### config.mk
export PLATFORM = sky130hd
export DESIGN_NAME = pipe_ctrl_flat
export DESIGN_NICKNAME = d
export VERILOG_FILES = /design/src/rtl/pipe_ctrl_pkg.sv /design/src/rtl/pipe_ctrl_if.sv /design/src/rtl/pipe_ctrl_hazard_detect.sv /design/src/rtl/pipe_ctrl.sv /design/src/flat_wrapper.sv
export SDC_FILE = /design/constraint.sdc
export NUM_CORES = 1
export LEC_CHECK = 0
export ABC_AREA = 1
export BUFFER_PORTS_ARGS = -buffer_cell sky130_fd_sc_hd__buf_2
export CAP_MARGIN = 30
export CORE_MARGIN = 1
export CORE_UTILIZATION = 35
export CTS_BUF_LIST = sky130_fd_sc_hd__clkbuf_16
export DETAILED_ROUTE_END_ITERATION = 7
export PLACE_DENSITY = 0.61
export SLEW_MARGIN = 20
export SYNTH_ARGS = -nofsm -noshare
export SYNTH_HDL_FRONTEND = slang
export SYNTH_SLANG_ARGS = --single-unit
### constraint.sdc
create_clock -name clk -period 1.9 [get_ports clk]
set_input_delay 0.38 -clock clk [delete_from_list [all_inputs] [get_ports clk]]
set_output_delay 0.38 -clock clk [all_outputs]
set_load 0.1 [all_outputs]
### src/rtl/pipe_ctrl_pkg.sv
// Shared types and constants for the pipeline controller slice.
package pipe_ctrl_pkg;

    typedef enum logic [1:0] {
        RUN   = 2'd0,
        MWAIT = 2'd1,
        ERR   = 2'd2
    } state_t;

    localparam logic [1:0]  FWD_RF    = 2'b00;
    localparam logic [1:0]  FWD_EXMEM = 2'b01;
    localparam logic [1:0]  FWD_MEMWB = 2'b10;
    localparam logic [31:0] BUBBLE    = 32'h0000_0000;

    // Youngest producer wins: EX/MEM result is newer than MEM/WB.
    function automatic logic [1:0] fwd_sel(input logic ex_hit, input logic mem_hit);
        if (ex_hit)       return FWD_EXMEM;
        else if (mem_hit) return FWD_MEMWB;
        else              return FWD_RF;
    endfunction

endpackage

### src/rtl/pipe_ctrl_if.sv
// Hazard inputs and pipeline-register controls between datapath and pipe_ctrl.
// master: the controller; slave: the datapath stages.
interface pipe_ctrl_if;
    logic [4:0]  id_rs, id_rt;
    logic        id_uses_rs, id_uses_rt;
    logic [4:0]  ex_rd;
    logic        ex_RegWrite, ex_MemtoReg;
    logic [4:0]  mem_rd;
    logic        mem_RegWrite;
    logic        ex_branch_taken;
    logic        dmem_req, dmem_ready;
    logic        pc_en, ifid_en, idex_en, exmem_en;
    logic        ifid_flush, idex_flush, memwb_flush;
    logic [1:0]  fwd_a, fwd_b;
    logic        err;
    logic [31:0] stall_cnt;

    modport master (
        input  id_rs, id_rt, id_uses_rs, id_uses_rt,
        input  ex_rd, ex_RegWrite, ex_MemtoReg, mem_rd, mem_RegWrite,
        input  ex_branch_taken, dmem_req, dmem_ready,
        output pc_en, ifid_en, idex_en, exmem_en,
        output ifid_flush, idex_flush, memwb_flush,
        output fwd_a, fwd_b, err, stall_cnt
    );

    modport slave (
        output id_rs, id_rt, id_uses_rs, id_uses_rt,
        output ex_rd, ex_RegWrite, ex_MemtoReg, mem_rd, mem_RegWrite,
        output ex_branch_taken, dmem_req, dmem_ready,
        input  pc_en, ifid_en, idex_en, exmem_en,
        input  ifid_flush, idex_flush, memwb_flush,
        input  fwd_a, fwd_b, err, stall_cnt
    );
endinterface

### src/rtl/pipe_ctrl_hazard_detect.sv
// Combinational RAW matcher: produces the stall request and the forwarding
// selects for the instruction in ID against the EX and MEM producers.
module pipe_ctrl_hazard_detect
    import pipe_ctrl_pkg::*;
#(
    parameter bit FWD_EN = 1'b1
) (
    input  logic [4:0] id_rs,
    input  logic [4:0] id_rt,
    input  logic       id_uses_rs,
    input  logic       id_uses_rt,
    input  logic [4:0] ex_rd,
    input  logic       ex_RegWrite,
    input  logic       ex_MemtoReg,
    input  logic [4:0] mem_rd,
    input  logic       mem_RegWrite,
    output logic       stall,
    output logic [1:0] sel_a,
    output logic [1:0] sel_b
);
    logic ex_live, mem_live;
    logic ex_rs, ex_rt, mem_rs, mem_rt;
    logic ex_read, mem_read;

    always_comb begin
        ex_live  = ex_RegWrite && (ex_rd != '0);
        mem_live = mem_RegWrite && (mem_rd != '0);
        ex_rs    = ex_live && (id_rs == ex_rd);
        ex_rt    = ex_live && (id_rt == ex_rd);
        mem_rs   = mem_live && (id_rs == mem_rd);
        mem_rt   = mem_live && (id_rt == mem_rd);
        ex_read  = (id_uses_rs && ex_rs) || (id_uses_rt && ex_rt);
        mem_read = (id_uses_rs && mem_rs) || (id_uses_rt && mem_rt);

        // Without forwarding every live RAW must wait until its producer is in WB.
        if (FWD_EN) begin
            stall = ex_MemtoReg && ex_read;
            sel_a = fwd_sel(ex_rs, mem_rs);
            sel_b = fwd_sel(ex_rt, mem_rt);
        end else begin
            stall = ex_read || mem_read;
            sel_a = FWD_RF;
            sel_b = FWD_RF;
        end
    end
endmodule

### src/rtl/pipe_ctrl.sv
// Central 5-stage pipeline controller: enables, flushes, memory-wait FSM, forwarding.
// Define PIPE_CTRL_FORWARD_EN for EX-operand forwarding; otherwise RAW hazards stall.
module pipe_ctrl
    import pipe_ctrl_pkg::*;
#(
    parameter int unsigned MEM_TIMEOUT = 255
) (
    input  logic        clk,
    input  logic        rst,
    pipe_ctrl_if.master bus
);
`ifdef PIPE_CTRL_FORWARD_EN
    localparam bit FWD_EN = 1'b1;
`else
    localparam bit FWD_EN = 1'b0;
`endif
    localparam int unsigned      CNT_W     = (MEM_TIMEOUT > 0) ? $clog2(MEM_TIMEOUT + 1) : 1;
    localparam logic [CNT_W-1:0] TIMEOUT_V = CNT_W'(MEM_TIMEOUT);

    state_t           state, state_nx;
    logic [CNT_W-1:0] wait_cnt;
    logic             mem_hold, hz_stall;
    logic [1:0]       sel_a, sel_b;
    logic             pc_en, ifid_en, idex_en, exmem_en;
    logic             ifid_flush, idex_flush, memwb_flush;
    logic             err_q;
    logic [31:0]      stall_q;

    pipe_ctrl_hazard_detect #(.FWD_EN(FWD_EN)) u_hazard (
        .id_rs        (bus.id_rs),
        .id_rt        (bus.id_rt),
        .id_uses_rs   (bus.id_uses_rs),
        .id_uses_rt   (bus.id_uses_rt),
        .ex_rd        (bus.ex_rd),
        .ex_RegWrite  (bus.ex_RegWrite),
        .ex_MemtoReg  (bus.ex_MemtoReg),
        .mem_rd       (bus.mem_rd),
        .mem_RegWrite (bus.mem_RegWrite),
        .stall        (hz_stall),
        .sel_a        (sel_a),
        .sel_b        (sel_b)
    );

    // The completing cycle is not frozen, so an N-cycle access costs N-1 stalls.
    always_comb begin
        state_nx = state;
        mem_hold = 1'b0;
        unique case (state)
            RUN: begin
                mem_hold = bus.dmem_req && !bus.dmem_ready;
                if (mem_hold) state_nx = MWAIT;
            end
            MWAIT: begin
                mem_hold = !bus.dmem_ready;
                if (bus.dmem_ready)             state_nx = RUN;
                else if (wait_cnt == TIMEOUT_V) state_nx = ERR;
            end
            ERR:     mem_hold = 1'b1;
            default: state_nx = RUN;
        endcase
    end

    always_comb begin
        pc_en       = 1'b1;
        ifid_en     = 1'b1;
        idex_en     = 1'b1;
        exmem_en    = 1'b1;
        ifid_flush  = 1'b0;
        idex_flush  = 1'b0;
        memwb_flush = 1'b0;
        if (rst) begin
            // hold the RUN/no-hazard defaults while in reset
        end else if (mem_hold) begin
            pc_en       = 1'b0;
            ifid_en     = 1'b0;
            idex_en     = 1'b0;
            exmem_en    = 1'b0;
            memwb_flush = 1'b1;
        end else if (bus.ex_branch_taken) begin
            ifid_flush = 1'b1;
            idex_flush = 1'b1;
        end else if (hz_stall) begin
            pc_en      = 1'b0;
            ifid_en    = 1'b0;
            idex_flush = 1'b1;
        end
    end

    always_ff @(posedge clk) begin
        if (rst) begin
            state    <= RUN;
            wait_cnt <= '0;
            err_q    <= 1'b0;
            stall_q  <= '0;
        end else begin
            state <= state_nx;
            if (state != MWAIT)         wait_cnt <= '0;
            else if (state_nx == MWAIT) wait_cnt <= wait_cnt + 1'b1;
            if (state_nx == ERR)        err_q <= 1'b1;
            if (!pc_en && stall_q != '1) stall_q <= stall_q + 32'd1;
        end
    end

`ifdef PIPE_CTRL_FORWARD_EN
    logic [1:0] fwd_a_q, fwd_b_q;

    always_ff @(posedge clk) begin
        if (rst || idex_flush) begin
            fwd_a_q <= FWD_RF;
            fwd_b_q <= FWD_RF;
        end else if (idex_en) begin
            fwd_a_q <= sel_a;
            fwd_b_q <= sel_b;
        end
    end

    assign bus.fwd_a = fwd_a_q;
    assign bus.fwd_b = fwd_b_q;
`else
    assign bus.fwd_a = sel_a;
    assign bus.fwd_b = sel_b;
`endif

    assign bus.pc_en       = pc_en;
    assign bus.ifid_en     = ifid_en;
    assign bus.idex_en     = idex_en;
    assign bus.exmem_en    = exmem_en;
    assign bus.ifid_flush  = ifid_flush;
    assign bus.idex_flush  = idex_flush;
    assign bus.memwb_flush = memwb_flush;
    assign bus.err         = err_q;
    assign bus.stall_cnt   = stall_q;
endmodule

### src/flat_wrapper.sv
// flat-port wrapper written by rule: the top's interface ports become plain ports
module pipe_ctrl_flat import pipe_ctrl_pkg::*;
#(
    parameter int unsigned MEM_TIMEOUT = 255
)
  (clk, rst, bus_id_rs, bus_id_rt, bus_id_uses_rs, bus_id_uses_rt, bus_ex_rd, bus_ex_RegWrite, bus_ex_MemtoReg, bus_mem_rd, bus_mem_RegWrite, bus_ex_branch_taken, bus_dmem_req, bus_dmem_ready, bus_pc_en, bus_ifid_en, bus_idex_en, bus_exmem_en, bus_ifid_flush, bus_idex_flush, bus_memwb_flush, bus_fwd_a, bus_fwd_b, bus_err, bus_stall_cnt);
  pipe_ctrl_if bus_i ();
  input  logic clk;
  input  logic rst;
  input wire logic [$bits(bus_i.id_rs)-1:0] bus_id_rs;
  input wire logic [$bits(bus_i.id_rt)-1:0] bus_id_rt;
  input wire logic [$bits(bus_i.id_uses_rs)-1:0] bus_id_uses_rs;
  input wire logic [$bits(bus_i.id_uses_rt)-1:0] bus_id_uses_rt;
  input wire logic [$bits(bus_i.ex_rd)-1:0] bus_ex_rd;
  input wire logic [$bits(bus_i.ex_RegWrite)-1:0] bus_ex_RegWrite;
  input wire logic [$bits(bus_i.ex_MemtoReg)-1:0] bus_ex_MemtoReg;
  input wire logic [$bits(bus_i.mem_rd)-1:0] bus_mem_rd;
  input wire logic [$bits(bus_i.mem_RegWrite)-1:0] bus_mem_RegWrite;
  input wire logic [$bits(bus_i.ex_branch_taken)-1:0] bus_ex_branch_taken;
  input wire logic [$bits(bus_i.dmem_req)-1:0] bus_dmem_req;
  input wire logic [$bits(bus_i.dmem_ready)-1:0] bus_dmem_ready;
  output wire logic [$bits(bus_i.pc_en)-1:0] bus_pc_en;
  output wire logic [$bits(bus_i.ifid_en)-1:0] bus_ifid_en;
  output wire logic [$bits(bus_i.idex_en)-1:0] bus_idex_en;
  output wire logic [$bits(bus_i.exmem_en)-1:0] bus_exmem_en;
  output wire logic [$bits(bus_i.ifid_flush)-1:0] bus_ifid_flush;
  output wire logic [$bits(bus_i.idex_flush)-1:0] bus_idex_flush;
  output wire logic [$bits(bus_i.memwb_flush)-1:0] bus_memwb_flush;
  output wire logic [$bits(bus_i.fwd_a)-1:0] bus_fwd_a;
  output wire logic [$bits(bus_i.fwd_b)-1:0] bus_fwd_b;
  output wire logic [$bits(bus_i.err)-1:0] bus_err;
  output wire logic [$bits(bus_i.stall_cnt)-1:0] bus_stall_cnt;
  assign bus_i.id_rs = bus_id_rs;
  assign bus_i.id_rt = bus_id_rt;
  assign bus_i.id_uses_rs = bus_id_uses_rs;
  assign bus_i.id_uses_rt = bus_id_uses_rt;
  assign bus_i.ex_rd = bus_ex_rd;
  assign bus_i.ex_RegWrite = bus_ex_RegWrite;
  assign bus_i.ex_MemtoReg = bus_ex_MemtoReg;
  assign bus_i.mem_rd = bus_mem_rd;
  assign bus_i.mem_RegWrite = bus_mem_RegWrite;
  assign bus_i.ex_branch_taken = bus_ex_branch_taken;
  assign bus_i.dmem_req = bus_dmem_req;
  assign bus_i.dmem_ready = bus_dmem_ready;
  assign bus_pc_en = bus_i.pc_en;
  assign bus_ifid_en = bus_i.ifid_en;
  assign bus_idex_en = bus_i.idex_en;
  assign bus_exmem_en = bus_i.exmem_en;
  assign bus_ifid_flush = bus_i.ifid_flush;
  assign bus_idex_flush = bus_i.idex_flush;
  assign bus_memwb_flush = bus_i.memwb_flush;
  assign bus_fwd_a = bus_i.fwd_a;
  assign bus_fwd_b = bus_i.fwd_b;
  assign bus_err = bus_i.err;
  assign bus_stall_cnt = bus_i.stall_cnt;
  pipe_ctrl #(.MEM_TIMEOUT(MEM_TIMEOUT)) u_core (.clk(clk), .rst(rst), .bus(bus_i));
endmodule
==> results by group, run 1 <==
Outcome
  • Status: finished, final reports clean

Logic synthesis
  • Seq/Total Area, Yosys: 28.70%
  • FF+latch count, synth: 43
  • Netlist Area Pre-Place: 0.002999 mm²
  • Top FF cell, synth: dfxtp_1
  • Combinational family with the most area after synthesis: simple AND/OR/NAND/NOR gates
  • Cells after Synth: 490
  • Post-synth cell types: 32
  • Mux contribution to synthesized area: 0%
  • Post-Synth Simple-Gate Area: 44.39%
  • Post-synth EDFFs: 0
  • Adder-Cell Fraction of Synth Area: 0.8344%
  • Synth Area in XOR/XNOR: 7.593%
  • Post-synth ARST share: 0%
  • Mean Syn Cell Area: 6.121 µm²
  • Post-synthesis compound-gate area fraction: 8.260%
  • Yosys warnings: 0

Setup path
  • WP data arrival: 1.48 ns
  • CP required: 1.52 ns
  • Worst setup path class: input pin to output port
  • Setup crit end kind: output port
  • Worst Path Max Fanout: 4
  • Critical path launch point type: input pin

Timing
  • RSZ-0062 raised after global routing: yes
  • Pins over their slew limit: 0
  • Clock skew: 0.004787 ns
  • Finish-stage setup viols: 0
  • Final Cycle Share: 97.88%
  • WHS: 0.3895 ns
  • TNS Setup: 0 ns
  • Min Tclk post-route: 1.860 ns
  • Endpoints failing hold: 0
  • Fmax: 0.5377 GHz

Power and ir drop
  • IR drop worst, VDD: 0.3868 mV
  • Leakage power: 1.789 nW
  • Power Density: 533.7 mW/mm²

Cells and area
  • Ant diodes: 0
  • Fin nets: 595
  • Fillers: 845
  • Multi-input gate area: 0.002024 mm²
  • FF/Latch Area: 908.4 µm²
  • Post-Layout Cell Count: 669
  • Share of cells above drive strength 1: 33.87%
  • Synthesis-to-finish area growth: 36.92%

Floorplanning
  • Die width: 94.57 µm
  • Die Y: 94.57 µm
  • I/O Pins: 74
  • Die area: 0.008943 mm²
  • Core box area: 0.008258 mm²
  • Num rows: 33
  • Initial Util: 36.32%

Global route
  • GR Overflow Total: 0
  • Vias in the first global route: 3,178
  • Tot GR Track Use: 19.63%
  • Antenna violations before repair: 0
  • Global-route wire length before repair: 14.07 mm
  • Pin count of the biggest net entering global routing: 32

Detailed routing
  • Routed wire length: 8.414 mm
  • Vias/cell: 4.892
  • DRT antenna net count: 0
  • DR WL/cell: 12.58 µm
  • First-pass DRT Iterations: 4
  • Iter 0 DRT Violations: 141
  • Routed vias: 3,273
  • Drt drc: 0

Clock tree
  • Insertion delay to the later sink of the worst-skew pair: 0.29 ns
  • Post-cts hold buffer count: 0
  • Clk pin slew, worst setup/hold paths: 0.06 ns
  • Clk root buf: clkbuf_16
  • CTS tree: done
  • Clock tree buffer depth: 2
  • Sink Count: 43
  • H-tree levels: 2
  • CTS Buf Count: 5

Run
  • Max_cap viols: 0

Placed design
  • Gpl congestion: 0.9160
  • Inst Count DP: 658
  • Port Buffers: 68
  • DP HPWL: 6.312 mm

Worst hold path
  • Hold WC Path Type: input pin to register
==> state kept, by name, indices dropped and copies added (netlist names) <==
register              count
u_core.bus.err            1
u_core.bus.stall_cnt     32
u_core.state              2
u_core.wait_cnt           8
==> cell type report <==
class	count	area share (%)
inverter	45	5.119
tap	105	3.199
multi-input combinational	386	49.30
clock inverter	3	0.3047
clock buffer	5	3.047
timing repair buffer	82	16.91
sequential	43	22.12
==> layout by cell type (no fill, tap or decap), types with 2 or more instances in the layout <==
cell type and count:
dfxtp_2 32, xor2_1 18, buf_4 16, clkbuf_16 5
ha_1 2, nor3b_1 3, dfxtp_4 2, conb_1 4
nand2_8 3, nor3_1 15, nand2_1 137, nand3_1 47
nand3_2 2, xnor2_1 8, nand2_4 4, nor2_2 4
inv_4 8, inv_2 11, nor3_2 3, nand4_1 6
nor2_4 3, nand3b_1 4, nand2_2 23, dfxtp_1 9
buf_2 41, buf_8 7, a21oi_1 37, o21ai_0 5
nor2_1 49, inv_1 25, buf_6 11, buf_12 7
==> worst paths after layout <==
check | start | end | slack [ns] | cells after the start
worst max register to register | u_core.bus.stall_cnt[1] | u_core.bus.stall_cnt[0] | 0.15 | 9
worst max-delay path | bus_id_rs[0] | bus_ifid_en | 0.04 | 12
worst min register to register | u_core.wait_cnt[7] | u_core.wait_cnt[7] | 0.48 | 2
worst min-delay path | rst | u_core.state[0] | 0.39 | 2
==> synthesized netlist by cell type, drive strengths merged (2+ instances only) <==
cell type	number	share of area, %
o21ai	7	1.2
nand4	6	1.3
nand3b	4	1.0
inv	45	5.6
dfxtp	43	29
nand2	166	21
nor2	56	7.3
nor3b	4	1.0
nand3	50	8.5
nor3	18	3.5
xnor2	8	2.3
buf	15	3.8
ha	2	0.83
xor2	18	5.3
clkbuf	5	0.63
a21oi	37	6.2
==> cells by family after synthesis <==
kind of cell | count (synthesis)
compound gates | 47
fa+ha+maj | 2
xor+xnor | 26
buf+inv | 65
other cells | 1
simple gates | 306
flops | 43
==> worst max-delay path, cell delays in order <==
cell,delay [ns]
buf_4,0.13
nand2_1,0.05
nand2_1,0.04
nor2_1,0.13
nand3_2,0.09
nand2_1,0.06
nand2_1,0.06
nand2_2,0.08
nand2_4,0.07
nand2_8,0.08
clkinvlp_4,0.12
buf_12,0.18
==> where the power goes <==
part / switching (mW) / internal (mW) / total [mW] / leakage, nW
clock: 0.345 / 0.475 / 0.820 / 0.0762
combinational: 0.299 / 0.166 / 0.464 / 1.35
sequential: 0.00345 / 0.904 / 0.908 / 0.364
total: 0.647 / 1.54 / 2.19 / 1.79
==> routing by layer <==
metal / GRT usage (%) / routed length (µm)
met5: 0 / 0
met4: 5.177 / 149
met3: 4.589 / 464
met2: 34.96 / 4159
met1: 23.53 / 3640
==> per-stage QoR <==
stage	cell area [µm²]	setup WS (ns)	utilization, %	total power, mW
global placement	3672	-0.1673	44.47	1.312
floorplan	3156	-0.4053	-	1.212
CTS	3915	-0.001904	47.41	2.170
finish	4106	0.04025	49.73	2.192
global route	4106	-0.06122	49.73	2.287
detailed placement	3672	-0.1936	44.47	1.317
==> what timing repair did <==
item / in CTS / in global routing
setup buffers: 2 / 0
setup endpoints to repair: 2 / 34
cloned: 0 / 1
pin swaps: 18 / 33
gates resized for setup: 26 / 61
Note: power is estimated with default switching activity, not from simulation.
==> run 2, diff against run 1 <==
--- a/config.mk
+++ b/config.mk
@@ -9,10 +9,10 @@
 export BUFFER_PORTS_ARGS = -buffer_cell sky130_fd_sc_hd__buf_2
 export CAP_MARGIN = 30
 export CORE_MARGIN = 1
-export CORE_UTILIZATION = 35
+export CORE_UTILIZATION = 43
 export CTS_BUF_LIST = sky130_fd_sc_hd__clkbuf_16
 export DETAILED_ROUTE_END_ITERATION = 7
-export PLACE_DENSITY = 0.61
+export PLACE_DENSITY = 0.72
 export SLEW_MARGIN = 20
 export SYNTH_ARGS = -nofsm -noshare
 export SYNTH_HDL_FRONTEND = slang
==> results by group, run 2 (synthesis results as in run 1) <==
Outcome
  • Status: finished, final reports clean

Setup path
  • Critical path launch point type: input pin
  • Worst r2r dst: u_core.bus.stall_cnt[11]
  • Slowest stage delay, CP: 0.18 ns
  • R2r setup slk: 0.15 ns
  • Worst setup path class: input pin to output port
  • Crit-path slowest cell: buf_12
  • CP dominant cell by count: nand2_1
  • Critical R2R Launch: u_core.bus.stall_cnt[1]
  • WP data arrival: 1.50 ns
  • Worst Path Max Fanout: 3
  • CP required: 1.52 ns
  • Setup crit end kind: output port
  • FF-to-FF path depth: 9
  • CP cell instances: buf_6, inv_2, nand2_1, nand2_1, nor2_1, nand3_1, nand2_1, nand2_1, nand2_2, nand2_4, nand2_8, clkinvlp_4, buf_12

Detailed routing
  • Routed vias: 3,238
  • Routed wire length: 7.842 mm
  • Vias/cell: 5.059
  • Drt drc: 0
  • DRT antenna net count: 0
  • DR WL/cell: 12.25 µm
  • First-pass DRT Iterations: 4
  • Iter 0 DRT Violations: 134

Timing
  • Pins over their slew limit: 0
  • Finish-stage setup viols: 0
  • Fmax: 0.5316 GHz
  • RSZ-0062 raised after global routing: yes
  • Endpoints failing hold: 0
  • Final Cycle Share: 99.01%
  • Min Tclk post-route: 1.881 ns
  • Clock skew: 0.01009 ns
  • WHS: 0.3994 ns
  • TNS Setup: 0 ns

Placed design
  • DP HPWL: 5.999 mm
  • Gpl congestion: 0.9360
  • Port Buffers: 68

Cells and area
  • Multi-input gate area: 0.001967 mm²
  • Fillers: 655
  • Post-layout util: 58.94%
  • Ant diodes: 0
  • Share of cells above drive strength 1: 31.07%
  • FF/Latch Area: 908.4 µm²
  • Synthesis-to-finish area growth: 32.79%
  • Most common cell after layout, fill and taps aside: nand2_1
  • Commonest cells after routing, fill and taps aside: nand2_1, nor2_1, nand3_1, buf_2, a21oi_1
  • Max FFs per register: 32
  • Fin nets: 591

Floorplanning
  • Die Y: 85.52 µm
  • Die area: 0.007313 mm²
  • Num rows: 30
  • Die width: 85.52 µm
  • I/O Pins: 74
  • Initial Util: 44.39%
  • Core box area: 0.006756 mm²

Worst hold path
  • Worst hold stages: 2
  • HP Start: rst
  • Hold WC Path Type: input pin to register
  • Hold endpoint: u_core.state[1]

Clock tree
  • Clock tree buffer depth: 2
  • CTS Buf Count: 5
  • Clk pin slew, worst setup/hold paths: 0.06 ns
  • Clk root buf: clkbuf_16
  • Insertion delay to the later sink of the worst-skew pair: 0.29 ns
  • H-tree levels: 2
  • Post-cts hold buffer count: 0
  • Sink Count: 43
  • CTS tree: done

Power and ir drop
  • Leakage power: 1.744 nW
  • IR drop worst, VDD: 0.5158 mV
  • Power Density: 581.1 mW/mm²

Run
  • Max_cap viols: 0

Global route
  • GR Overflow Total: 0
  • Antenna violations before repair: 0
  • Global-route wire length before repair: 13.20 mm
  • Vias in the first global route: 2,946
  • Tot GR Track Use: 22.20%
  • Pin count of the biggest net entering global routing: 32
==> run 2: changes by cell type in the layout (fill, tap and decap cells not counted), moves of 3 or more <==
cell / change
inv_4: -5
nand2_1: +10
inv_2: +3
nand2_4: -3
buf_8: -5
nand2_2: -8
==> run 2: how the worst max path moves through the flow <==
stage | startpoint | cells past startpoint | slack (ns) | endpoint
5_1_grt | bus_id_rt[4] | 13 | -0.07 | bus_ifid_en
2_1_floorplan | bus_mem_rd[2] | 13 | -0.41 | bus_pc_en
6_report | bus_id_rt[3] | 13 | 0.02 | bus_pc_en
4_1_cts | u_core.state[0] | 7 | 0.009 | bus_ifid_en
3_5_place_dp | bus_mem_rd[2] | 13 | -0.08 | bus_ifid_en
3_3_place_gp | bus_mem_rd[2] | 13 | -0.05 | bus_ifid_en
==> run 2: critical path: cells and delay by family <==
| kind | cells | cell delay [ns] |
|---|---|---|
| buffers and inverters | 4 | 0.42 |
| AND/OR/NAND/NOR | 9 | 0.70 |
==> run 2: routing by layer <==
| layer | up-vias | wire length [µm] | global-route usage, % |
|---|---|---|---|
| li1 | 1692 | - | - |
| met1 | 1455 | 3473 | 27.20 |
| met2 | 83 | 3908 | 39.64 |
| met3 | 8 | 370 | 4.620 |
| met4 | 0 | 90 | 5.606 |
| met5 | - | 0 | 0 |
==> run 2: final cells by class <==
class,count,share of cell area (%)
Inverter,45,4.964
Clock buffer,5,3.142
Sequential cell,43,22.81
Tap cell,80,2.513
Clock inverter,3,0.9739
Timing Repair Buffer,79,16.21
Multi-Input combinational cell,385,49.39
==> run 2: power breakdown <==
part	internal, mW	switching, mW
logic	0.153	0.282
clock network	0.614	0.359
registers	0.904	0.00348
total	1.67	0.644
==> run 2: metrics by stage <==
step | cells | power (mW) | worst slack, ns | cell area, µm²
3_5_place_dp | 631 | 1.320 | -0.07578 | 3638
5_1_grt | 640 | 2.401 | -0.07287 | 3983
4_1_cts | 640 | 2.293 | 0.008837 | 3840
2_1_floorplan | 493 | 1.212 | -0.4053 | 3156
3_3_place_gp | 631 | 1.316 | -0.05030 | 3638
6_report | 640 | 2.314 | 0.01883 | 3983
==> run 2: repair_timing <==
action,in CTS,in global routing
pin swaps,8,25
resized for setup,9,50
gates cloned,0,0
setup buffers,1,0
endpoints found under the setup margin,2,33
==> run 3, diff against run 2 <==
--- a/config.mk
+++ b/config.mk
@@ -9,10 +9,10 @@
 export BUFFER_PORTS_ARGS = -buffer_cell sky130_fd_sc_hd__buf_2
 export CAP_MARGIN = 30
 export CORE_MARGIN = 1
-export CORE_UTILIZATION = 43
-export CTS_BUF_LIST = sky130_fd_sc_hd__clkbuf_16
+export CORE_UTILIZATION = 36
+export CTS_BUF_LIST = sky130_fd_sc_hd__clkbuf_8
 export DETAILED_ROUTE_END_ITERATION = 7
-export PLACE_DENSITY = 0.72
+export PLACE_DENSITY = 0.63
 export SLEW_MARGIN = 20
 export SYNTH_ARGS = -nofsm -noshare
 export SYNTH_HDL_FRONTEND = slang
==> constraint.sdc (replaced) <==
create_clock -name clk -period 1.9 [get_ports clk]
set_input_delay 0.38 -clock clk [delete_from_list [all_inputs] [get_ports clk]]
set_output_delay 0.38 -clock clk [all_outputs]
set_load 0.01 [all_outputs]
==> results by group, run 3 (synthesis results as in run 1) <==
Detailed routing
  • Iter 0 DRT Violations: 130
  • Routed wire length: 8.131 mm
  • Vias/cell: 4.867
  • DR WL/cell: 12.03 µm
  • Routed vias: 3,290
  • Drt drc: 0
  • DRT antenna net count: 0
  • First-pass DRT Iterations: 4

Placed design
  • Gpl congestion: 0.9288
  • DP HPWL: 6.470 mm
  • Port Buffers: 68

Clock tree
  • H-tree levels: 2
  • Post-cts hold buffer count: 0
  • Sink Count: 43
  • Insertion delay to the later sink of the worst-skew pair: 0.30 ns
  • Clk root buf: clkbuf_8
  • CTS Buf Count: 5
  • CTS tree: done
  • Clk pin slew, worst setup/hold paths: 0.08 ns
  • Clock tree buffer depth: 2

Timing
  • Finish-stage setup viols: 0
  • TNS Setup: 0 ns
  • RSZ-0062 raised after global routing: no
  • Endpoints failing hold: 0
  • Clock skew: 0.01014 ns
  • Fmax: 0.5673 GHz
  • Min Tclk post-route: 1.763 ns
  • Pins over their slew limit: 0
  • Final Cycle Share: 92.77%

Global route
  • Vias in the first global route: 3,064
  • GR Overflow Total: 0
  • Antenna violations before repair: 0
  • Tot GR Track Use: 19.74%
  • Pin count of the biggest net entering global routing: 32
  • Global-route wire length before repair: 13.72 mm

Setup path
  • Critical path launch point type: register
  • Worst setup path class: register to output port
  • WP data arrival: 1.38 ns
  • CP required: 1.52 ns
  • Worst Path Max Fanout: 2
  • Setup crit end kind: output port

Floorplanning
  • Num rows: 32
  • Core box area: 0.007888 mm²
  • Die Y: 93.28 µm
  • Die area: 0.008700 mm²
  • Initial Util: 38.02%
  • I/O Pins: 74
  • Die width: 93.28 µm

Worst hold path
  • Hold WC Path Type: input pin to register

Power and ir drop
  • Sw Ratio: 27.56%
  • Switch Pwr: 472.1 µW
  • Internal: 1.241 mW
  • Reg power frac: 53.0%
  • Clk pwr share: 33.2%
  • IR drop worst, VDD: 0.3396 mV
  • Power Density: 469.3 mW/mm²
  • Comb pwr share: 13.8%
  • Leakage power: 1.678 nW

Cells and area
  • Fin nets: 605
  • Most common cell after layout, fill and taps aside: nand2_1
  • Commonest cells after routing, fill and taps aside: nand2_1, buf_2, nor2_1, nand3_1, inv_1
  • Share of cells above drive strength 1: 21.78%
  • Synthesis-to-finish area growth: 21.69%
  • Ant diodes: 0
  • Post-layout util: 46.27%
  • Max FFs per register: 32

Outcome
  • Status: finished, final reports clean

Run
  • Max_cap viols: 0
-- run 3: timing repair --
item	CTS	global route
pin swaps	1	1
buffers inserted	1	0
gates resized for setup	1	11
endpoints found under the setup margin	2	36
-- run 3: power groups by stage --
stage               Combinational [mW]  Clock [mW]  Sequential (mW)
floorplan                        0.148           0            0.931
global placement                 0.225           0            0.928
detailed placement               0.228           0            0.928
CTS                              0.232       0.583            0.907
global route                     0.268       0.615            0.908
finish                           0.236       0.569            0.907
-- run 3: area by class of cell --
class / instances / area, µm²
clock inverter: 3 / 12.51
multi-input combinational: 385 / 1881
fill: 842 / 4238
inverter: 45 / 168.9
sequential: 43 / 863.3
timing repair buffer: 93 / 528.0
clock buffer: 5 / 68.82
tap: 102 / 127.6
-- run 3: critical path, stage by stage (launching register included) --
cell and delay (ns):
dfxtp_2 0.33, inv_1 0.05, nand2_2 0.07, nor2_2 0.04, inv_2 0.05, nand3_2 0.07, buf_4 0.14, nor2_1 0.07
o21ai_0 0.08, inv_1 0.06, buf_2 0.12
-- run 3: metrics by stage --
| stage | power [mW] | std cells | cell area [µm²] | setup slack, ns | hold WS, ns |
|---|---|---|---|---|---|
| final | 1.713 | 676 | 3650 | 0.1374 | 0.3558 |
| after global routing | 1.791 | 676 | 3650 | 0.001528 | 0.3690 |
| after CTS | 1.722 | 676 | 3618 | 0.04176 | 0.3627 |
| after detailed placement | 1.156 | 667 | 3525 | 0.005809 | 0.4650 |
| after global placement | 1.153 | 667 | 3525 | 0.02478 | 0.4495 |
| after floorplan | 1.079 | 493 | 3010 | 0.1144 | 0.4528 |
-- run 3: layer usage --
metal / up-vias / track usage (%) / wire length, µm
li1: 1715 / - / -
met1: 1480 / 23.44 / 3685
met2: 76 / 34.74 / 3859
met3: 19 / 3.821 / 363
met4: 0 / 7.821 / 222
met5: - / 0 / 0
-- run 3: path summary, 6_finish.rpt --
kind                                 from                      end  slack, ns  cells after the start
setup / recovery          u_core.state[1]           bus_idex_flush       0.14                     10
hold / removal                        rst          u_core.state[0]       0.36                      2
setup reg to reg  u_core.bus.stall_cnt[0]  u_core.bus.stall_cnt[0]       0.15                      9
hold reg to reg            u_core.bus.err           u_core.bus.err       0.48                      2
